<file path="src/rtl/clk_mon_pkg.sv">
`default_nettype none
// ============================================================================
//  Module   : clk_mon_pkg
//  Brief    : Shared types and ratio helpers for the divider output monitor.
//  Revision : 1.0 - initial release
// ============================================================================
package clk_mon_pkg;

    typedef enum logic [1:0] {
        ST_IDLE    = 2'd0,
        ST_SETTLE  = 2'd1,
        ST_MEASURE = 2'd2,
        ST_CHECK   = 2'd3
    } state_t;

    // log2 of the division ratio selected by each sel code (/2, /4, /8, /16)
    localparam int c_RATIO_LOG2 [4] = '{1, 2, 3, 4};

    function automatic int exp_count(input logic [1:0] sel, input int window);
        return window >> c_RATIO_LOG2[sel];
    endfunction

endpackage
`default_nettype wire

</file>
<file path="src/rtl/clk_mon_edge_cnt.sv">
`default_nettype none
// ============================================================================
//  Module   : clk_mon_edge_cnt
//  Brief    : Rising-edge detector with a saturating, clearable accumulator.
//  Revision : 1.0 - initial release
// ============================================================================
module clk_mon_edge_cnt #(
    parameter int CW = 9
) (
    input  logic          clk,
    input  logic          rst_n,
    input  logic          i_sample,
    input  logic          i_clr,
    input  logic          i_en,
    output logic [CW-1:0] o_acc
);

    logic r_sample_d;
    logic w_rise;

    assign w_rise = i_sample & ~r_sample_d;

    always_ff @(posedge clk or negedge rst_n) begin
        if (!rst_n) begin
            r_sample_d <= 1'b0;
            o_acc      <= '0;
        end else begin
            r_sample_d <= i_sample;
            if (i_clr) begin
                o_acc <= '0;
            end else if (i_en && w_rise && (o_acc != {CW{1'b1}})) begin
                o_acc <= o_acc + 1'b1;
            end
        end
    end

endmodule
`default_nettype wire

</file>
<file path="src/rtl/clk_out_monitor.sv">
`default_nettype none
// ============================================================================
//  Module   : clk_out_monitor
//  Brief    : Counts divider-output rising edges over a pclk window and checks
//             the count against the ratio implied by sel.
//  Revision : 1.0 - initial release
// ============================================================================
module clk_out_monitor
    import clk_mon_pkg::*;
#(
    parameter int WINDOW     = 256,
    parameter int SETTLE_CYC = 16,
    parameter int TOL        = 1,
    parameter int CW         = 9
) (
    input  logic          pclk,
    input  logic          presetn,
    input  logic          clk_in,
    input  logic [1:0]    sel,
    input  logic          start,
    output logic          busy,
    output logic          done,
    output logic [CW-1:0] edge_cnt,
    output logic          pass,
    output logic          sel_err
);

    localparam int c_CNT_W = $clog2((WINDOW > SETTLE_CYC) ? WINDOW : SETTLE_CYC);
    localparam int c_EW    = CW + 1;

    state_t             r_state;
    logic [1:0]         r_sel_q;
    logic [c_CNT_W-1:0] r_cnt;

    logic [CW-1:0]      w_acc;
    logic               w_sel_chg;
    logic               w_clr;
    logic               w_en;
    logic [c_EW-1:0]    w_exp;
    logic [c_EW-1:0]    w_diff;
    logic               w_in_tol;

    assign w_sel_chg = ((r_state == ST_SETTLE) || (r_state == ST_MEASURE)) && (sel != r_sel_q);
    assign w_clr     = ((r_state == ST_IDLE) && start) || w_sel_chg;
    assign w_en      = (r_state == ST_MEASURE) && !w_sel_chg;

    assign w_exp    = c_EW'(exp_count(r_sel_q, WINDOW));
    assign w_diff   = ({1'b0, w_acc} >= w_exp) ? ({1'b0, w_acc} - w_exp) : (w_exp - {1'b0, w_acc});
    assign w_in_tol = (w_diff <= c_EW'(TOL));

    clk_mon_edge_cnt #(
        .CW(CW)
    ) u_edge_cnt (
        .clk      (pclk),
        .rst_n    (presetn),
        .i_sample (clk_in),
        .i_clr    (w_clr),
        .i_en     (w_en),
        .o_acc    (w_acc)
    );

    always_ff @(posedge pclk or negedge presetn) begin
        if (!presetn) begin
            r_state  <= ST_IDLE;
            r_sel_q  <= 2'b00;
            r_cnt    <= '0;
            busy     <= 1'b0;
            done     <= 1'b0;
            edge_cnt <= '0;
            pass     <= 1'b0;
            sel_err  <= 1'b0;
        end else begin
            done    <= 1'b0;
            sel_err <= 1'b0;
            if (w_sel_chg) begin
                // Restart the whole settle/measure sequence on the new ratio
                sel_err <= 1'b1;
                r_sel_q <= sel;
                r_cnt   <= '0;
                r_state <= ST_SETTLE;
            end else begin
                case (r_state)
                    ST_IDLE: begin
                        if (start) begin
                            r_sel_q <= sel;
                            r_cnt   <= '0;
                            busy    <= 1'b1;
                            r_state <= ST_SETTLE;
                        end
                    end
                    ST_SETTLE: begin
                        if (r_cnt == c_CNT_W'(SETTLE_CYC - 1)) begin
                            r_cnt   <= '0;
                            r_state <= ST_MEASURE;
                        end else begin
                            r_cnt <= r_cnt + 1'b1;
                        end
                    end
                    ST_MEASURE: begin
                        if (r_cnt == c_CNT_W'(WINDOW - 1)) begin
                            r_cnt   <= '0;
                            r_state <= ST_CHECK;
                        end else begin
                            r_cnt <= r_cnt + 1'b1;
                        end
                    end
                    ST_CHECK: begin
                        edge_cnt <= w_acc;
                        pass     <= w_in_tol;
                        done     <= 1'b1;
                        busy     <= 1'b0;
                        r_state  <= ST_IDLE;
                    end
                    default: r_state <= ST_IDLE;
                endcase
            end
        end
    end

endmodule
`default_nettype wire
</file>
<file path="config.mk">
export PLATFORM = sky130hd
export DESIGN_NAME = clk_out_monitor
export DESIGN_NICKNAME = d
export VERILOG_FILES = /design/src/rtl/clk_mon_pkg.sv /design/src/rtl/clk_mon_edge_cnt.sv /design/src/rtl/clk_out_monitor.sv
export SDC_FILE = /design/constraint.sdc
export NUM_CORES = 1
export LEC_CHECK = 0
export CELL_PAD_IN_SITES_DETAIL_PLACEMENT = 1
export CELL_PAD_IN_SITES_GLOBAL_PLACEMENT = 2
export CORE_UTILIZATION = 30
export CTS_BUF_LIST = sky130_fd_sc_hd__clkbuf_4
export CTS_CLUSTER_DIAMETER = 30
export DETAILED_ROUTE_END_ITERATION = 16
export PLACE_DENSITY_LB_ADDON = 0.1
export SETUP_SLACK_MARGIN = 0.5
export SLEW_MARGIN = 10
export SYNTH_ARGS = -nofsm -noshare
export SYNTH_HDL_FRONTEND = slang
export SYNTH_HIERARCHICAL = 1
export SYNTH_SLANG_ARGS = --single-unit
</file>
<file path="constraint.sdc">
create_clock -name pclk -period 3.4 [get_ports pclk]
set_input_delay 0.51 -clock pclk [delete_from_list [all_inputs] [get_ports pclk]]
set_output_delay 0.51 -clock pclk [all_outputs]
set_load 0.005 [all_outputs]
</file>
* Yosys cells after proc, flatten, opt, wreduce, memory -nomap -nowiden
Index checks and enable logic that the tools add are counted.
** Storage, ports and cells
- Flip-flop bits (word level) :: 35
- Bits of input ports :: 6
- Output and inout port bits :: 13
- Word-level logic and storage cells :: 76
** Operators by class
- Add/sub/neg operators :: 4
- Order comparisons :: 3
- Equal/unequal tests :: 11
- Shifts and indexed selects :: 1
- Muxes and demuxes :: 24
- Bitwise logic cells :: 4
- Reduce and logical (&&, ||, !) cells :: 19
** Operators by type and width (count)
- $bmux 32 s2 :: 1
- $mux 32 :: 2
- $mux 8 :: 4
- $shr 9x32->10 const A :: 1
- $pmux 8 s3 :: 1
- $mux 9 :: 2
- $mux 2 :: 7
- $ge 9x10->1 :: 1
- $le 10x1->1 const B :: 1
- $mux 10 :: 1
- $sub 10x9->10 :: 1
- $sub 9x10->10 :: 1
- $add 9x1->9 const B :: 1
- $ne 9x9->1 const B :: 1
- $add 8x1->8 const B :: 1
- $eq 8x4->1 const B :: 1
- $eq 8x8->1 const B :: 1
- $pmux 2 s4 :: 1
- $reduce_bool 2->1 :: 4
- $ne 3x2->1 const B :: 2
- $reduce_and 2->1 :: 3
- $reduce_and 3->1 :: 2
- $logic_and 1x1->1 :: 5
- $eq 2x2->1 const B :: 2
- other kinds (14) :: 19

* Logic depth before layout (Yosys ltp)
- Depth in word-level cells :: 9
- Mapped depth :: 10
- Depth with buffers taken out :: 9

* Cells and area by module
Netlist, hierarchy kept.
** By module, submodules not included
- clk_out_monitor :: instances 1, cells each 231, area each 2057.0 um^2, seq. area each 625.6 um^2
- clk_mon_edge_cnt :: instances 1, cells each 49, area each 518.0 um^2, seq. area each 250.2 um^2

* Worst setup path before layout
OpenSTA, ideal clock, no wires.
- Kind :: reg-to-reg
- Start point :: reg r_sel_q[0]
- End point :: reg pass
- Library setup time :: 0.134 ns
- Data arrival time :: 2.306 ns
- Data required time :: 3.266 ns
- Path slack :: 0.960 ns
- Stages on the path, launching flop included :: 11
- Buffers on the path :: 1
- Clock period less this slack :: 2.440 ns
- Cells stage by stage :: dfrtp_1 -> or2_2 -> inv_1 -> ha_1 -> buf_2 -> a21o_1 -> a21o_1 -> a31o_4 -> and3_2 -> o311ai_2 -> o41ai_2
** Between the ends
- Longest elaborated chain between the ends :: 8
- Elaborated cells between the ends (all ways) :: 14
- Classes of those cells :: add/sub (2); order compare (2); eq/ne (1); shift (1); mux (4); bitwise (2); reduce/logical (2)
** RTL lines
- start, declared :: RTL line clk_out_monitor.sv:32 : logic [1:0] r_sel_q;
- start signal, assigned :: RTL line clk_out_monitor.sv:78 : r_sel_q <= sel;
- start signal, assigned :: RTL line clk_out_monitor.sv:85 : r_sel_q <= sel;
- $not 2->3 (not written as such) :: RTL line clk_mon_pkg.sv:20 : return window >> c_RATIO_LOG2[sel];
- $bmux 32 s2 :: RTL line clk_mon_pkg.sv:20
- $mux 32 (not written as such) (2 in series) :: RTL line clk_mon_pkg.sv:20
- $shr 9x32->10 :: RTL line clk_mon_pkg.sv:20
- $sub 10x9->10 (tied with other cells) :: RTL line clk_out_monitor.sv:48 : assign w_diff = ({1'b0, w_acc} >= w_exp) ? ({1'b0, w_acc} - w_exp) : (w_exp - {1'b0, w_acc});
- $mux 10 :: RTL line clk_out_monitor.sv:48
- $le 10x1->1 :: RTL line clk_out_monitor.sv:49 : assign w_in_tol = (w_diff <= c_EW'(TOL));
- end signal, assigned :: RTL line clk_out_monitor.sv:109 : pass <= w_in_tol;
- end, declared :: RTL line clk_out_monitor.sv:24 : output logic pass,
Parallel ways exist; a longest one is shown, timed or not. The select of a mux whose other input is x is not followed.
A chain may end at the register's enable or synchronous reset.

* Final worst setup path
Same ends and word-level chain as after synthesis.

==> impl_summary.md <==
Yosys
The number of different library cells used by synthesis comes to 57. The cell count after synthesis came out at 280. The commonest cells after synthesis are sky130_fd_sc_hd__dfrtp_1, sky130_fd_sc_hd__ha_1, sky130_fd_sc_hd__nand2_1, sky130_fd_sc_hd__nor2_1, sky130_fd_sc_hd__inv_1. Counting flops with a built-in enable in the synthesized netlist gives 0. The sequential cell area fraction in the yosys report is 34.01%. The Yosys warning count is 6.

Averaged over all synthesized cells, the footprint is 9.196 um2. The cell type with the largest total area after synthesis is sky130_fd_sc_hd__dfrtp_1. Among all cell types in the netlist, the one instantiated most often is sky130_fd_sc_hd__dfrtp_1. The area share of the largest cell type after synthesis is 34.01%. The share of synthesized flip-flops with an asynchronous set or reset is 100.0%. The most used flip-flop cell after synthesis is sky130_fd_sc_hd__dfrtp_1. The number of storage elements in the synthesis netlist is 35. Ranked by total cell area, the synthesized netlist is headed by sky130_fd_sc_hd__dfrtp_1, sky130_fd_sc_hd__ha_1, sky130_fd_sc_hd__mux2_2. The combined area of all synthesized cells is 2575 um2.

Global routing
The number of antenna violations at the first check in global routing is 0. The first-pass GRT wire length is 10540 um. The global route total overflow is 0. Entering global routing, the biggest net connects 36 pins. The number of global-route vias before repair is 2079. The combined global-route utilization of all metal layers is 15.25%.

Route
The routed design has 6455 um of wire. The detail route stage leaves a number of antenna-violating nets equal to 0. For this block, the via count after detailed routing is 2065. The average vias per placed instance is 5.037. The count of routing violations after the opening detailed-route iteration is 67. After detailed routing, the average wire length per cell comes to 15.74 um.

For this run, the detailed router's first-pass iteration total came to 4. In the routed design, unresolved DRC markers number 0.

Timing
The slew of the pin with the lowest slew margin is 0.8240 ns. The minimum setup slack in the final design is 0.7149 ns. The highest clock frequency the design can meet is 0.3724 GHz.

The clock period could shrink to 2.685 ns. The worst pin sits at a relative slew slack of 45.06%. Final hold analysis gives a worst-case slack of 0.2386 ns. The number of setup violations in the final report is 0. The number of failing hold endpoints at the final stage came to 0. The setup skew after layout is 0.02117 ns. The final period utilization is 78.97%. After routing, the total negative slack on setup checks comes to 0 ns. The number of pins exceeding their max-slew limit in the final report was 0. Setup repair after global routing left no endpoint under its margin.

Setup path
The maximum net fanout on the critical path is 14. Data on the critical path is required at its endpoint by 3.66 ns. The startpoint-to-endpoint class of the critical path is reg2reg. The signal on the critical path passes through nand2b_1 > inv_1 > ha_1 > nor4b_1 > a2111oi_1 > nand3b_1 > nor3b_1 > o32ai_1 > o41ai_2.

The worst setup path is launched from a flop. The cell at the slowest stage of the critical path is sky130_fd_sc_hd__a2111oi_1. The family with the most delay on the worst path is compound AO/OA/AOI/OAI gates.

The peak per-stage delay on the critical path is 0.48 ns. STA classifies the critical path endpoint as a flop. STA puts the critical path data arrival time at 2.94 ns. The startpoint identified for the worst register-to-register timing path is r_sel_q[0]. The most critical setup path has its startpoint at r_sel_q[0].

The count of buffering cells on the critical path with inverters included is 1.

Placement
The number of placed instances, taps included is 402. Prior to clock tree synthesis, the placed netlist has a worst setup slack of 0.6370 ns. Buffers placed on the I/O ports in this run total 18. In this run the cell area measured after placement is 2879 um2.

The final estimated routing congestion in global placement is 0.7423. The HPWL reported at the end of detailed placement is 4937 um.

Clock tree
The master cell of the clock root buffer is sky130_fd_sc_hd__clkbuf_4. The H-tree was split into 2 levels. In this run, CTS created clock tree buffers numbering 5.

The later pin in the worst-skew pair is clocked with a latency of 0.34 ns. The maximum root-to-sink buffer count is 2. The clock drives 35 sinks. In this run the post-CTS setup repair buffer count came out at 0. TritonCTS built the clock tree. The clock-pin transition on the worst setup and hold timing paths is 0.13 ns.

Floorplan
The die is 94.65 um wide. The die extent in y is 94.65 um. The number of cell rows is 33.

The core box area is 8258 um2. The initial cell density of the core is 31.18%. The number of I/O pins is 19. The die covers 8958 um2.

Final layout
The final instance count without filler cells is 410. The number of diodes is 0. Summing all multi-input logic gate instances after layout gives 1589 um2. The final core utilization is 35.86%.

In the final layout, the share of cells above drive strength 1 is 11.48%. The number of nets in the final layout is 336. In the final layout, flip-flops and latches occupy 875.8 um2. The layout-stage area growth over the synthesis result is 15.01%. The post-route cell area is 2962 um2. The filler cells instantiated in the layout total 975.

Power and ir drop
Summed over all cells, the static leakage comes to 1.322 nW. For this design the ratio of total power to cell area is 426.9 nW/um2. The total design power is 1.264 mW.

The worst-case IR drop observed on VDD is 0.0002198 V.

Hold path
The worst min-delay path category is in2async.

Outcome
The flow ran to the end, and the final reports show no timing, DRC or antenna violations.

Run
The max-capacitance violation count is 0.
## cells by family after synthesis
| kind of cell | share of synthesized area (%) |
|---|---|
| AND/OR/NAND/NOR | 19.97 |
| AO/OA/AOI/OAI | 16.91 |
| flip-flops | 34.01 |
| buffers and inverters | 5.053 |
| adder cells (fa/ha/maj) | 12.63 |
| XOR/XNOR | 5.102 |
| multiplexers | 6.025 |
| other | 0.2917 |
## worst paths after layout
| check | to | slack [ns] | cells after the start |
|---|---|---|---|
| worst max-delay path | pass | 0.71 | 9 |
| worst min-delay path | done | 0.24 | 1 |
| worst max register to register | pass | 0.71 | 9 |
| worst min register to register | edge_cnt[0] | 0.52 | 1 |
| max in group asynchronous | r_cnt[2] | 2.62 | 1 |
| min in group pclk | edge_cnt[0] | 0.52 | 1 |
## sequential cells by signal, indices dropped and copies added, names as in the netlist
name and cells:
edge_cnt 9, u_edge_cnt/o_acc 9, r_cnt 8, r_sel_q 2, r_state 2, busy 1, done 1, pass 1
sel_err 1, u_edge_cnt/r_sample_d 1
## per-layer routing
layer  wire, um  vias up  GRT usage, %  part of all wire (%)
met5          0        -             0                     0
met4         28        0         2.652                  0.43
met3        179        2         2.657                   2.8
met2       2942       30         24.52                    46
met1       3305     1002         21.51                    51
li1           -     1031             -                     -
## final cells by class
class,instances,share of cell area [%]
Clock buffer,5,1.267
Clock inverter,3,1.479
Inverter,23,2.915
Multi-Input combinational cell,218,53.65
Sequential cell,35,29.57
Tap cell,105,4.436
Timing Repair Buffer,21,6.675
## power by group
part           total [mW]  switching (mW)  internal (mW)
registers           0.476          0.0283          0.448
clock network       0.310           0.155          0.155
logic               0.478           0.268          0.211
total                1.26           0.451          0.813
## worst register-to-register path: cells and delay by family, from the launching register on
family | cells | cell delay [ns]
fa+ha+maj | 1 | 0.44
flops | 1 | 0.44
buf+inv | 1 | 0.05
compound gates | 3 | 0.94
simple gates | 4 | 0.76
## timing repair
item                       4_1_cts  5_1_grt
resized for setup                0        1
hold buffers                     0        0
setup endpoints to repair        0        1
## placed cells by master, fill, tap and decap left out, drive strengths merged, types with 3 or more instances in the layout
master / count
xor2: 9
nor3b: 6
nor2: 25
nand2b: 3
or3: 3
mux2: 12
o31ai: 6
and3: 5
inv: 23
a21o: 5
conb: 7
ha: 26
clkdlybuf4s50: 17
o21ai: 9
a21oi: 17
nor3: 4
clkbuf: 5
or4: 4
nand2: 25
xnor2: 6
dfrtp: 35
buf: 4
nand3: 4
a31oi: 4
No activity file was read; power rests on OpenSTA's default activity.
